<file path="config.mk">
export PLATFORM = sky130hd
export DESIGN_NAME = estagio_writeback
export DESIGN_NICKNAME = d
export VERILOG_FILES = /design/src/rtl/estagio_writeback.sv
export SDC_FILE = /design/constraint.sdc
export NUM_CORES = 1
export LEC_CHECK = 0
export BUFFER_PORTS_ARGS = -buffer_cell sky130_fd_sc_hd__buf_2
export CORE_MARGIN = 2
export CORE_UTILIZATION = 52
export DETAILED_ROUTE_END_ITERATION = 8
export MAX_ROUTING_LAYER = met4
export PLACE_DENSITY = 0.86
export SYNTH_ARGS = -nofsm -noshare
export SYNTH_HDL_FRONTEND = slang
export SYNTH_SLANG_ARGS = --single-unit
</file>
<file path="constraint.sdc">
create_clock -name clock -period 5.2 [get_ports clock]
set_clock_uncertainty 0.05 [all_clocks]
set_input_delay 0.78 -clock clock [delete_from_list [all_inputs] [get_ports clock]]
set_output_delay 0.78 -clock clock [all_outputs]
set_load 0.05 [all_outputs]
</file>
<file path="src/rtl/estagio_writeback.sv">
`default_nettype none
// +----------------------------------------------------------------------------+
// | Module   : estagio_writeback                                               |
// | Purpose  : MIPS MEM/WB stage: load extract, result select, RF write port,  |
// |            retirement counter. Macro WB_FORWARD_EN adds a WB->EX forward.  |
// | Revision : 1.0                                                             |
// +----------------------------------------------------------------------------+
module estagio_writeback #(
  parameter int DATA_W = 32,
  parameter int ADDR_W = 5
) (
  input  logic              clock,
  input  logic              reset_n,
  input  logic              stall,
  input  logic              flush,
  input  logic              mem_valid,
  input  logic              mem_reg_write,
  input  logic              mem_mem_to_reg,
  input  logic [2:0]        mem_load_type,
  input  logic [1:0]        mem_byte_off,
  input  logic [DATA_W-1:0] mem_alu_result,
  input  logic [DATA_W-1:0] mem_load_data,
  input  logic [ADDR_W-1:0] mem_dest,
  output logic              rf_we,
  output logic [ADDR_W-1:0] rf_addr,
  output logic [DATA_W-1:0] rf_data,
  output logic              wb_valid,
  output logic [31:0]       retired_count,
  input  logic [ADDR_W-1:0] fwd_addr1,
  input  logic [ADDR_W-1:0] fwd_addr2,
  output logic              fwd_hit1,
  output logic              fwd_hit2,
  output logic [DATA_W-1:0] fwd_data
);

  localparam logic [2:0] c_LT_LB  = 3'b001;
  localparam logic [2:0] c_LT_LBU = 3'b010;
  localparam logic [2:0] c_LT_LH  = 3'b011;
  localparam logic [2:0] c_LT_LHU = 3'b100;

  logic              r_wb_valid;
  logic              r_wb_reg_write;
  logic [ADDR_W-1:0] r_wb_dest;
  logic [DATA_W-1:0] r_wb_data;
  logic [31:0]       r_retired_count;

  logic [7:0]        w_byte;
  logic [15:0]       w_half;
  logic [DATA_W-1:0] w_load_value;
  logic [DATA_W-1:0] w_sel_data;
  logic              w_dest_live;
  logic              w_retire;

  // Big-endian lanes: byte 0 is the most significant byte of the word
  always_comb begin
    w_byte = mem_load_data[31:24];
    case (mem_byte_off)
      2'd0:    w_byte = mem_load_data[31:24];
      2'd1:    w_byte = mem_load_data[23:16];
      2'd2:    w_byte = mem_load_data[15:8];
      default: w_byte = mem_load_data[7:0];
    endcase
    w_half = mem_byte_off[1] ? mem_load_data[15:0] : mem_load_data[31:16];
  end

  always_comb begin
    w_load_value = mem_load_data;
    case (mem_load_type)
      c_LT_LB:  w_load_value = {{(DATA_W-8){w_byte[7]}}, w_byte};
      c_LT_LBU: w_load_value = {{(DATA_W-8){1'b0}}, w_byte};
      c_LT_LH:  w_load_value = {{(DATA_W-16){w_half[15]}}, w_half};
      c_LT_LHU: w_load_value = {{(DATA_W-16){1'b0}}, w_half};
      default:  w_load_value = mem_load_data;
    endcase
    w_sel_data = mem_mem_to_reg ? w_load_value : mem_alu_result;
  end

  // Flush wins over stall so a squashed instruction can never retire later
  always_ff @(posedge clock or negedge reset_n) begin
    if (!reset_n) begin
      r_wb_valid     <= 1'b0;
      r_wb_reg_write <= 1'b0;
      r_wb_dest      <= '0;
      r_wb_data      <= '0;
    end else if (flush) begin
      r_wb_valid     <= 1'b0;
      r_wb_reg_write <= 1'b0;
      r_wb_dest      <= '0;
      r_wb_data      <= '0;
    end else if (!stall) begin
      r_wb_valid     <= mem_valid;
      r_wb_reg_write <= mem_reg_write;
      r_wb_dest      <= mem_dest;
      r_wb_data      <= w_sel_data;
    end
  end

  assign w_retire = r_wb_valid & ~stall & ~flush;

  always_ff @(posedge clock or negedge reset_n) begin
    if (!reset_n) begin
      r_retired_count <= 32'd0;
    end else if (w_retire) begin
      r_retired_count <= r_retired_count + 32'd1;
    end
  end

  assign w_dest_live   = r_wb_valid & r_wb_reg_write & (r_wb_dest != '0);
  assign rf_we         = w_dest_live & ~stall & ~flush;
  assign rf_addr       = r_wb_dest;
  assign rf_data       = r_wb_data;
  assign wb_valid      = r_wb_valid;
  assign retired_count = r_retired_count;

`ifdef WB_FORWARD_EN
  assign fwd_hit1 = w_dest_live & (r_wb_dest == fwd_addr1);
  assign fwd_hit2 = w_dest_live & (r_wb_dest == fwd_addr2);
  assign fwd_data = r_wb_data;
`else
  logic w_unused_fwd;
  assign w_unused_fwd = ^{fwd_addr1, fwd_addr2};
  assign fwd_hit1     = 1'b0;
  assign fwd_hit2     = 1'b0;
  assign fwd_data     = '0;
`endif

endmodule
`default_nettype wire

</file>
==> impl_metrics.json, run 1 <==
{
  "outcome": "finished, final reports clean",
  "synthesis.instances": 475,
  "slew_viol_final": 0,
  "slew_headroom_pct": 19.78,
  "floorplan.die_area_sq_um": 9630,
  "worstPathCellList": "buf_2 -> nor3b_1 -> o311a_1 -> buf_2",
  "ff2ff_path_depth": 4,
  "syn_avg_cell_area_sq_um": 9.701,
  "antennaDiodeCount": 0,
  "critical_path.reg2reg.startpoint": "wb_valid",
  "yosysWarningCount": 0,
  "worst_hold_path_type": "flop to flop",
  "die-height_microns": 98.14,
  "ys_async_sr_fraction_pct": 100.0,
  "yosys.cell_types.count": 65,
  "initial_utilization_pct": 53.36,
  "seq_area_frac_synth_pct": 38.56,
  "crit_arrival_ns": 2.12,
  "final_period_minus_worst_setup_slack_ns": 2.948,
  "grt_pass1_vias": 4042,
  "synth-edff-count": 0,
  "worstSetupEndpointType": "output pin",
  "fin_area_sq_um": 5398,
  "timing.final.hold_violations": 0,
  "final_common_cell": "sky130_fd_sc_hd__buf_2",
  "critical_path.top_delay_family": "simple AND/OR/NAND/NOR gates",
  "globalRouteOverflowTotal": 0,
  "grt_start_max_net_pins": 72,
  "std_cell_rows": 34,
  "maxCapViolations": 0,
  "ff2ff_setup_slack_ns": 3.18,
  "clkTransAtPathRegs_ns": 0.09,
  "fmax_mhz": 339.2,
  "netlist_area_sq_um": 4608,
  "cp.buffers_inverters": 2,
  "layout.core_utilization_pct": 62.50,
  "detail_route.drc_violations": 0,
  "synth_xor_area_share_pct": 6.272,
  "synth-adder-area-share_pct": 0.2715,
  "routed_via_density": 5.841,
  "rsz_0062_raised_after_global_routing": "no",
  "core_sq_um": 8636,
  "dieWidth_microns": 98.14,
  "maximum_cell_stage_delay_along_the_critical_path_ns": 0.55,
  "placement.cell_area_sq_um": 5213,
  "slowest_stage": "sky130_fd_sc_hd__nor3b_1",
  "vdd_drop_max_uv": 135.0,
  "grt_pass1_wl_mm": 19.89,
  "vias": 4217,
  "synth_compound_gate_area_share_pct": 17.27,
  "dp_slack_ns": 2.249,
  "detailedPlacementHpwl_mm": 8.983,
  "required_ns": 4.37,
  "final_cell_mix": "sky130_fd_sc_hd__buf_2 (150), sky130_fd_sc_hd__dfrtp_1 (71), sky130_fd_sc_hd__o21ai_0 (40)",
  "drtIter0Drc": 381,
  "wl_per_cell_microns": 16.98,
  "p_leak_nw": 2.688,
  "clock_tree.htree_level_count": 3,
  "hold_path_depth": 1,
  "setup_viol": 0,
  "post_synthesis_share_of_cell_area_spent_on_and_or_nand_and_nor_gates_pct": 19.11,
  "clockRootBuffer": "sky130_fd_sc_hd__clkbuf_8",
  "synth.ff_latch_count": 71,
  "drive_above_1_share_pct": 31.27,
  "layout.nets": 701,
  "hold-worst-slack_ns": 0.4323,
  "clock-sinks": 71,
  "critical_path.most_common_cell": "sky130_fd_sc_hd__buf_2",
  "grt_antenna_before_repair": 0,
  "hold_path.startpoint": "retired_count[31]",
  "post-cts-setup-buffer-count": 0,
  "number_of_buffers_added_on_ports": 151,
  "largest_family_of_logic_cells_by_synthesized_area": "simple AND/OR/NAND/NOR gates",
  "crit_path_max_fanout": 28,
  "wirelength_mm": 12.26,
  "grt_use_total_pct": 26.25,
  "detail_route.first_pass.iterations": 5,
  "worst_setup_path_start_kind": "input pin",
  "fin_crit_sh_pct": 56.70,
  "io_pins": 196,
  "totalNegativeSetupSlack_ns": 0,
  "yosys-mux-area-fraction_pct": 7.955,
  "worst_slew_pin_slew_ns": 1.198,
  "cts-resized-gates": 0,
  "last_weighted_congestion_value_of_the_routability_driven_placer": 0.8921,
  "clk-insertion-delay-late_ns": 0.36,
  "ctsLongestPathBuffers": 2,
  "worstSetupStartpoint": "stall",
  "critical_path.reg2reg.endpoint": "retired_count[11]",
  "cts-buffers-inserted": 9,
  "timing.critical_path.depth": 4,
  "postLayoutSetupSlackWorst_ns": 2.252,
  "synthToLayoutAreaGrowth_pct": 17.13,
  "power_per_cell_area_nw_per_um2": 271.6,
  "tritoncts": "yes",
  "ant_nets": 0,
  "hold-path-endpoint": "retired_count[31]",
  "cts_hold_repair.buffers": 0,
  "nFillCells": 735,
  "setup.worst_path.class": "input pin to output pin",
  "synth-main-ff-cell": "sky130_fd_sc_hd__dfrtp_1"
}
synthesized netlist by cell type (all sizes together), types with 8 or more instances:
master | n | area share (%)
nor2b | 8 | 1.1
clkbuf | 14 | 1.2
a22oi | 16 | 2.6
inv | 13 | 1.1
a21oi | 15 | 1.6
o21ai | 43 | 4.7
nand2 | 33 | 2.7
buf | 48 | 8.0
mux4 | 8 | 4.5
mux2 | 8 | 2.0
nand4 | 12 | 1.6
dfrtp | 71 | 39
nor2 | 30 | 2.4
xnor2 | 26 | 4.9
nand3 | 16 | 1.7
state kept, by name (all words and copies together), names as in the netlist:
register / count
r_wb_reg_write: 1
wb_valid: 1
retired_count: 32
rf_addr: 5
rf_data: 32
cell type report:
type | instances | area [sq um] | share of cell area [%]
sequential | 71 | 1777 | 32.92
clock inverter | 7 | 61.31 | 1.136
inverter | 14 | 52.55 | 0.9736
clock buffer | 9 | 123.9 | 2.295
tap | 108 | 135.1 | 2.503
timing repair buffer | 153 | 773.2 | 14.33
multi-input combinational | 360 | 2475 | 45.85
worst max path at each step:
| stage | end | slack (ns) |
|---|---|---|
| floorplan | rf_we | 2.53 |
| global placement | rf_we | 2.27 |
| detailed placement | rf_we | 2.25 |
| CTS | rf_we | 2.25 |
| global route | rf_we | 2.09 |
| finish | rf_we | 2.25 |
report_power, final:
group	switching, mW	internal (mW)	leakage [nW]
clock	0.245	0.182	0.0888
combinational	0.313	0.108	1.64
sequential	0.0307	0.587	0.956
total	0.589	0.877	2.69
metrics by stage:
stage | instances | power, mW
2_1_floorplan | 508 | 0.9507
3_3_place_gp | 706 | 1.037
3_5_place_dp | 706 | 1.047
4_1_cts | 722 | 1.475
5_1_grt | 722 | 1.532
6_report | 722 | 1.466
worst register-to-register path, stage by stage (launching register included):
cell and delay, ns:
sky130_fd_sc_hd__dfrtp_1 0.39, sky130_fd_sc_hd__or3b_1 0.57, sky130_fd_sc_hd__nor4_4 0.51, sky130_fd_sc_hd__and4_1 0.27, sky130_fd_sc_hd__xor2_1 0.15
per-layer routing:
metal | wire length (microns) | global-route usage [%] | vias to the layer above
li1 | - | - | 1960
met1 | 5020 | 33.87 | 2021
met2 | 5992 | 42.10 | 210
met3 | 989 | 4.581 | 26
met4 | 259 | 9.062 | 0
met5 | 0 | - | -
logic make-up after synthesis:
kind of cell / Yosys count
flip-flops: 71
multiplexers: 23
other: 1
AND/OR/NAND/NOR: 153
AO/OA/AOI/OAI: 116
buffers and inverters: 77
adder cells (fa/ha/maj): 1
XOR/XNOR: 33
Note: power is estimated with default switching activity, not from simulation.
==> inputs of run 2 (changes only) <==
--- a/config.mk
+++ b/config.mk
@@ -5,12 +5,13 @@
 export SDC_FILE = /design/constraint.sdc
 export NUM_CORES = 1
 export LEC_CHECK = 0
+export ABC_AREA = 1
 export BUFFER_PORTS_ARGS = -buffer_cell sky130_fd_sc_hd__buf_2
 export CORE_MARGIN = 2
-export CORE_UTILIZATION = 52
+export CORE_UTILIZATION = 50
 export DETAILED_ROUTE_END_ITERATION = 8
 export MAX_ROUTING_LAYER = met4
-export PLACE_DENSITY = 0.86
+export PLACE_DENSITY = 0.82
 export SYNTH_ARGS = -nofsm -noshare
 export SYNTH_HDL_FRONTEND = slang
 export SYNTH_SLANG_ARGS = --single-unit
==> constraint.sdc (replaced) <==
create_clock -name clock -period 2.9 [get_ports clock]
set_clock_uncertainty 0.05 [all_clocks]
set_input_delay 0.435 -clock clock [delete_from_list [all_inputs] [get_ports clock]]
set_output_delay 0.435 -clock clock [all_outputs]
set_load 0.05 [all_outputs]
==> run 2 against run 1 <==
Critical path depth decreased by 1. Worst hold slack worse by 0.28 ns. Routed wire length rose by 10%. Highest routed layer unchanged. Critical endpoint unchanged.
==> impl_metrics.json, run 2 <==
{
  "outcome": "finished, final reports clean",
  "final_common_cell": "sky130_fd_sc_hd__nand2_1",
  "netlist_area_sq_um": 4950,
  "last_weighted_congestion_value_of_the_routability_driven_placer": 0.9034,
  "clockRootBuffer": "sky130_fd_sc_hd__clkbuf_8",
  "ant_nets": 0,
  "worstSetupStartpoint": "wb_valid",
  "final_cell_mix": "sky130_fd_sc_hd__nand2_1 (323), sky130_fd_sc_hd__buf_2 (150), sky130_fd_sc_hd__nor2_1 (94)",
  "synthToLayoutAreaGrowth_pct": 18.60,
  "core_sq_um": 9684,
  "post-cts-setup-buffer-count": 0,
  "die-height_microns": 103.5,
  "synth-adder-area-share_pct": 0.2528,
  "synth_xor_area_share_pct": 2.654,
  "critical_path.reg2reg.endpoint": "retired_count[16]",
  "required_ns": 2.41,
  "cts_hold_repair.buffers": 0,
  "synth.ff_latch_count": 71,
  "drtIter0Drc": 239,
  "synthesis.instances": 770,
  "globalRouteOverflowTotal": 0,
  "detail_route.drc_violations": 0,
  "grt_start_max_net_pins": 72,
  "io_pins": 196,
  "ff2ff_setup_slack_ns": 1.08,
  "timing.final.hold_violations": 0,
  "layout.nets": 1005,
  "worstPathCellList": "nand3b_4 -> a311oi_1 -> buf_2",
  "worstSetupEndpointType": "output pin",
  "cts-resized-gates": 0,
  "worst_setup_path_start_kind": "flop",
  "multiInputGateArea_sq_um": 2655,
  "p_leak_nw": 3.385,
  "rsz_0062_raised_after_global_routing": "no",
  "vdd_drop_max_uv": 244.7,
  "largest_family_of_logic_cells_by_synthesized_area": "simple AND/OR/NAND/NOR gates",
  "std_cell_rows": 36,
  "synth_top_cells_by_area": "sky130_fd_sc_hd__dfrtp_1 (36%), sky130_fd_sc_hd__nand2_1 (24%), sky130_fd_sc_hd__nor2_1 (7.2%)",
  "totalNegativeSetupSlack_ns": 0,
  "routed_via_density": 4.866,
  "power_per_cell_area_nw_per_um2": 456.3,
  "slew_headroom_pct": 38.93,
  "worst_slew_pin_slew_ns": 0.9161,
  "grt_use_total_pct": 27.10,
  "detailedPlacementHpwl_mm": 10.15,
  "yosys.cell_types.count": 35,
  "ff_latch_area_sq_um": 1777,
  "vias": 5109,
  "slew_viol_final": 0,
  "fin_crit_sh_pct": 71.64,
  "nFillCells": 947,
  "ff2ff_path_depth": 7,
  "maxCapViolations": 0,
  "synth_compound_gate_area_share_pct": 7.204,
  "grt_antenna_before_repair": 0,
  "drive_above_1_share_pct": 20.83,
  "final_period_minus_worst_setup_slack_ns": 2.078,
  "timing.critical_path.depth": 3,
  "synth-main-ff-cell": "sky130_fd_sc_hd__dfrtp_1",
  "grt_pass1_wl_mm": 21.94,
  "clkTransAtPathRegs_ns": 0.07,
  "crit_path_max_fanout": 17,
  "initial_utilization_pct": 51.11,
  "cp.buffers_inverters": 1,
  "ctsLongestPathBuffers": 2,
  "syn_avg_cell_area_sq_um": 6.428,
  "dieWidth_microns": 103.5,
  "critical_path.top_delay_family": "flip-flops",
  "seq_area_frac_synth_pct": 35.89,
  "floorplan.die_area_sq_um": 10710,
  "worst_setup_path_endpoint": "rf_we",
  "wl_per_cell_microns": 12.89,
  "postLayoutSetupSlackWorst_ns": 0.8224,
  "clock_tree.htree_level_count": 3,
  "setup.worst_path.class": "flop to output pin",
  "synth-edff-count": 0,
  "post_synthesis_share_of_cell_area_spent_on_and_or_nand_and_nor_gates_pct": 40.90,
  "clock-sinks": 71,
  "worst_hold_path_type": "input pin to asynchronous set/reset pin",
  "clk-insertion-delay-late_ns": 0.35,
  "critical_path.reg2reg.startpoint": "retired_count[1]",
  "yosysMostFrequentCell": "sky130_fd_sc_hd__nand2_1",
  "yosysWarningCount": 0,
  "tritoncts": "yes",
  "grt_pass1_vias": 4781,
  "ys_async_sr_fraction_pct": 100.0,
  "maximum_cell_stage_delay_along_the_critical_path_ns": 0.41,
  "dp_slack_ns": 0.7619,
  "hold-worst-slack_ns": 0.1509,
  "slowest_stage": "sky130_fd_sc_hd__dfrtp_1",
  "cts-buffers-inserted": 9,
  "yosys-mux-area-fraction_pct": 0,
  "yosysTopAreaCellShare_pct": 35.89,
  "crit_arrival_ns": 1.59,
  "number_of_buffers_added_on_ports": 151,
  "post_synth_most_frequent_cells": "sky130_fd_sc_hd__nand2_1 (323), sky130_fd_sc_hd__nor2_1 (95), sky130_fd_sc_hd__dfrtp_1 (71)",
  "synth_largest_area_cell": "sky130_fd_sc_hd__dfrtp_1",
  "wirelength_mm": 13.53,
  "fmax_mhz": 481.3,
  "setup_viol": 0,
  "detail_route.first_pass.iterations": 4,
  "antennaDiodeCount": 0
}
==> run 2: how the worst min path moves through the flow <==
| stage | cells past startpoint | from | end |
|---|---|---|---|
| after floorplan | 0 | reset_n | r_wb_reg_write |
| after global placement | 2 | rf_data[9] | rf_data[9] |
| after detailed placement | 2 | rf_data[7] | rf_data[7] |
| after CTS | 1 | reset_n | rf_data[8] |
| after global routing | 1 | reset_n | rf_data[8] |
| final | 1 | reset_n | rf_addr[3] |
==> run 2: area by class of cell <==
cell class,instances,area share (%)
sequential,71,30.26
tap,133,2.835
inverter,76,4.859
multi-input combinational,599,45.23
clock inverter,4,0.8099
timing repair buffer,156,13.77
clock buffer,11,2.238
==> run 2: logic make-up after synthesis <==
family          count (synthesis)
simple gates                  489
fa+ha+maj                       1
compound gates                 60
buf+inv                       133
xor+xnor                       15
flops                          71
other cells                     1
==> run 2: layer usage <==
| metal | GRT usage (%) | part of all wire [%] |
|---|---|---|
| met5 | - | 0 |
| met4 | 9.109 | 1.7 |
| met3 | 4.570 | 6.1 |
| met2 | 45.06 | 50 |
| met1 | 33.50 | 43 |
==> run 2: per-stage QoR <==
step | cell area (sq um) | util, % | total power [mW] | cells
floorplan | 5074 | - | 1.732 | 803
global placement | 5692 | 58.77 | 1.910 | 1035
detailed placement | 5692 | 58.77 | 1.917 | 1035
CTS | 5871 | 60.62 | 2.695 | 1050
global route | 5871 | 60.62 | 2.817 | 1050
finish | 5871 | 60.62 | 2.679 | 1050
==> run 2: where the power goes <==
group,switching [mW],internal (mW)
combinational,0.606,0.190
clock,0.388,0.391
sequential,0.0534,1.05
==> run 2: worst register-to-register path, cell delays in order, from the launching register on <==
cell and delay [ns]:
sky130_fd_sc_hd__dfrtp_1 0.43, sky130_fd_sc_hd__ha_1 0.20, sky130_fd_sc_hd__inv_1 0.09, sky130_fd_sc_hd__nor2_4 0.16, sky130_fd_sc_hd__nand4_1 0.18, sky130_fd_sc_hd__nor2_1 0.34
sky130_fd_sc_hd__nand2_1 0.11, sky130_fd_sc_hd__xor2_1 0.15
==> inputs of run 3 (changes only) <==
--- a/config.mk
+++ b/config.mk
@@ -5,13 +5,13 @@
 export SDC_FILE = /design/constraint.sdc
 export NUM_CORES = 1
 export LEC_CHECK = 0
-export ABC_AREA = 1
+export ABC_AREA = 0
 export BUFFER_PORTS_ARGS = -buffer_cell sky130_fd_sc_hd__buf_2
 export CORE_MARGIN = 2
-export CORE_UTILIZATION = 50
+export CORE_UTILIZATION = 44
 export DETAILED_ROUTE_END_ITERATION = 8
 export MAX_ROUTING_LAYER = met4
-export PLACE_DENSITY = 0.82
+export PLACE_DENSITY = 0.78
 export SYNTH_ARGS = -nofsm -noshare
 export SYNTH_HDL_FRONTEND = slang
 export SYNTH_SLANG_ARGS = --single-unit
==> constraint.sdc (replaced) <==
create_clock -name clock -period 1.7 [get_ports clock]
set_clock_uncertainty 0.05 [all_clocks]
set_input_delay 0.255 -clock clock [delete_from_list [all_inputs] [get_ports clock]]
set_output_delay 0.255 -clock clock [all_outputs]
set_load 0.05 [all_outputs]
==> run 3 against run 2 <==
The flow now finishes with violations (negative setup slack). Non-clock buffer count increased by 57. Sequential power grew 72%. Clock power is 63% higher. Combinational power rose by 87%. Cell count fell by 23%. Power is 74% higher. Critical endpoint unchanged. Count of clock-buffer cells in the layout down 2.
==> impl_metrics.json, run 3 (synthesis gave the netlist of run 1 again) <==
{
  "outcome": "finished with violations",
  "failing_checks": "negative setup slack",
  "placement.cell_area_sq_um": 5789,
  "detail_route.drc_violations": 0,
  "worst_setup_path_start_kind": "flop",
  "critical_path.reg2reg.startpoint": "wb_valid",
  "maximum_cell_stage_delay_along_the_critical_path_ns": 0.40,
  "setup.worst_path.class": "flop to output pin",
  "clock_tree.htree_level_count": 3,
  "antennaDiodeCount": 0,
  "synthToLayoutAreaGrowth_pct": 32.80,
  "fin_crit_sh_pct": 112.8,
  "fmax_mhz": 521.3,
  "grt_pass1_vias": 4554,
  "required_ns": 1.39,
  "initial_utilization_pct": 45.04,
  "nFillCells": 899,
  "crit_arrival_ns": 1.61,
  "slew_viol_final": 0,
  "layout.nets": 761,
  "worst_slew_pin_slew_ns": 1.023,
  "std_cell_rows": 37,
  "grt_start_max_net_pins": 41,
  "clockRootBuffer": "sky130_fd_sc_hd__clkbuf_8",
  "ant_nets": 0,
  "ff_latch_area_sq_um": 1810,
  "setup_viol": 3,
  "clkTransAtPathRegs_ns": 0.08,
  "clock-sinks": 71,
  "rsz_0062_raised_after_global_routing": "yes",
  "dp_slack_ns": -0.1777,
  "worst_hold_path_type": "input pin to flop",
  "multiInputGateArea_sq_um": 2613,
  "fin_area_sq_um": 6120,
  "worstSetupEndpointType": "output pin",
  "number_of_buffers_added_on_ports": 151,
  "power_per_cell_area_nw_per_um2": 759.9,
  "critical_path.top_delay_family": "flip-flops",
  "vdd_drop_max_uv": 508.5,
  "grt_antenna_before_repair": 0,
  "wirelength_mm": 13.69,
  "vias": 4539,
  "grt_pass1_wl_mm": 22.14,
  "final_common_cell": "sky130_fd_sc_hd__buf_2",
  "tritoncts": "yes",
  "cp.buffers_inverters": 1,
  "io_pins": 196,
  "drtIter0Drc": 330,
  "crit_path_max_fanout": 2,
  "worstSetupStartpoint": "rf_addr[1]",
  "totalNegativeSetupSlack_ns": -0.2640,
  "detailedPlacementHpwl_mm": 10.39,
  "last_weighted_congestion_value_of_the_routability_driven_placer": 0.9112,
  "post-place-cells": 788,
  "clk-insertion-delay-late_ns": 0.35,
  "wl_per_cell_microns": 16.90,
  "dieWidth_microns": 106.3,
  "p_leak_nw": 3.014,
  "final_period_minus_worst_setup_slack_ns": 1.918,
  "layout.core_utilization_pct": 59.81,
  "drive_above_1_share_pct": 43.92,
  "postLayoutSetupSlackWorst_ns": -0.2181,
  "grt_use_total_pct": 25.16,
  "instances_no_fill": 810,
  "timing.final.hold_violations": 0,
  "maxCapViolations": 0,
  "core_sq_um": 10230,
  "hold_path.startpoint": "mem_alu_result[19]",
  "die-height_microns": 106.3,
  "routed_via_density": 5.604,
  "detail_route.first_pass.iterations": 8,
  "worstPathCellList": "or3_4 -> o311a_4 -> buf_8",
  "power_total_mw": 4.650,
  "cts-buffers-inserted": 9,
  "ctsLongestPathBuffers": 2,
  "floorplan.die_area_sq_um": 11310,
  "final_cell_mix": "sky130_fd_sc_hd__buf_2 (149), sky130_fd_sc_hd__buf_4 (56), sky130_fd_sc_hd__dfrtp_1 (44)",
  "slowest_stage": "sky130_fd_sc_hd__dfrtp_2",
  "slew_headroom_pct": 31.45,
  "hold-worst-slack_ns": 0.07546,
  "globalRouteOverflowTotal": 0
}
==> run 3: cell types whose count changed in the layout (fill, tap and decap cells not counted), sizes merged, moves of 22 or more <==
cell | before | now
buf | 156 | 212
inv | 75 | 15
nand2 | 327 | 33
nor2 | 102 | 30
o21ai | 15 | 43
xnor2 | 4 | 26
==> run 3: path summary, 6_finish.rpt <==
path / endpoint / slack (ns) / cells after the start
min reg2reg: retired_count[31] / 0.43 / 1
max reg2reg: retired_count[15] / -0.04 / 6
max: rf_we / -0.22 / 3
min: rf_data[19] / 0.08 / 3
max in group asynchronous: rf_data[17] / 0.85 / 3
min in group asynchronous: retired_count[9] / 0.19 / 2
==> run 3: area by class of cell <==
type	count	share of cell area (%)
clock buffer	9	2.024
clock inverter	7	0.9201
inverter	14	0.8587
multi-input combinational	360	42.69
sequential	71	29.59
tap	136	2.781
timing repair buffer	213	21.14
==> run 3: worst reg2reg max path, cell delays in order (launching register included) <==
cell and delay [ns]:
sky130_fd_sc_hd__dfrtp_2 0.36, sky130_fd_sc_hd__or3b_4 0.39, sky130_fd_sc_hd__buf_12 0.16, sky130_fd_sc_hd__nor4_4 0.23, sky130_fd_sc_hd__buf_4 0.19, sky130_fd_sc_hd__nand4_1 0.11, sky130_fd_sc_hd__xnor2_1 0.14
==> run 3: power by group <==
group          leakage (nW)  internal [mW]  total (mW)  switching [mW]
clock network        0.0838          0.544        1.27           0.725
logic                  2.02          0.466        1.49            1.02
registers             0.914           1.80        1.89          0.0908
total                  3.01           2.81        4.65            1.84
==> run 3: timing repair <==
action,CTS,global route
resized for setup,6,15
setup buffers,1,4
pin swaps,2,12
setup endpoints to repair,4,20
hold buffers,1,0
hold endpoints to repair,71,0
==> run 3: routing by layer <==
| metal | share of wire [%] | wire length [microns] | GRT usage (%) | vias to the layer above |
|---|---|---|---|---|
| met5 | 0 | 0 | - | - |
| met1 | 42 | 5719 | 32.42 | 2226 |
| li1 | - | - | - | 2087 |
| met4 | 2.2 | 297 | 7.801 | 0 |
| met3 | 6.5 | 896 | 4.108 | 26 |
| met2 | 50 | 6779 | 40.80 | 200 |
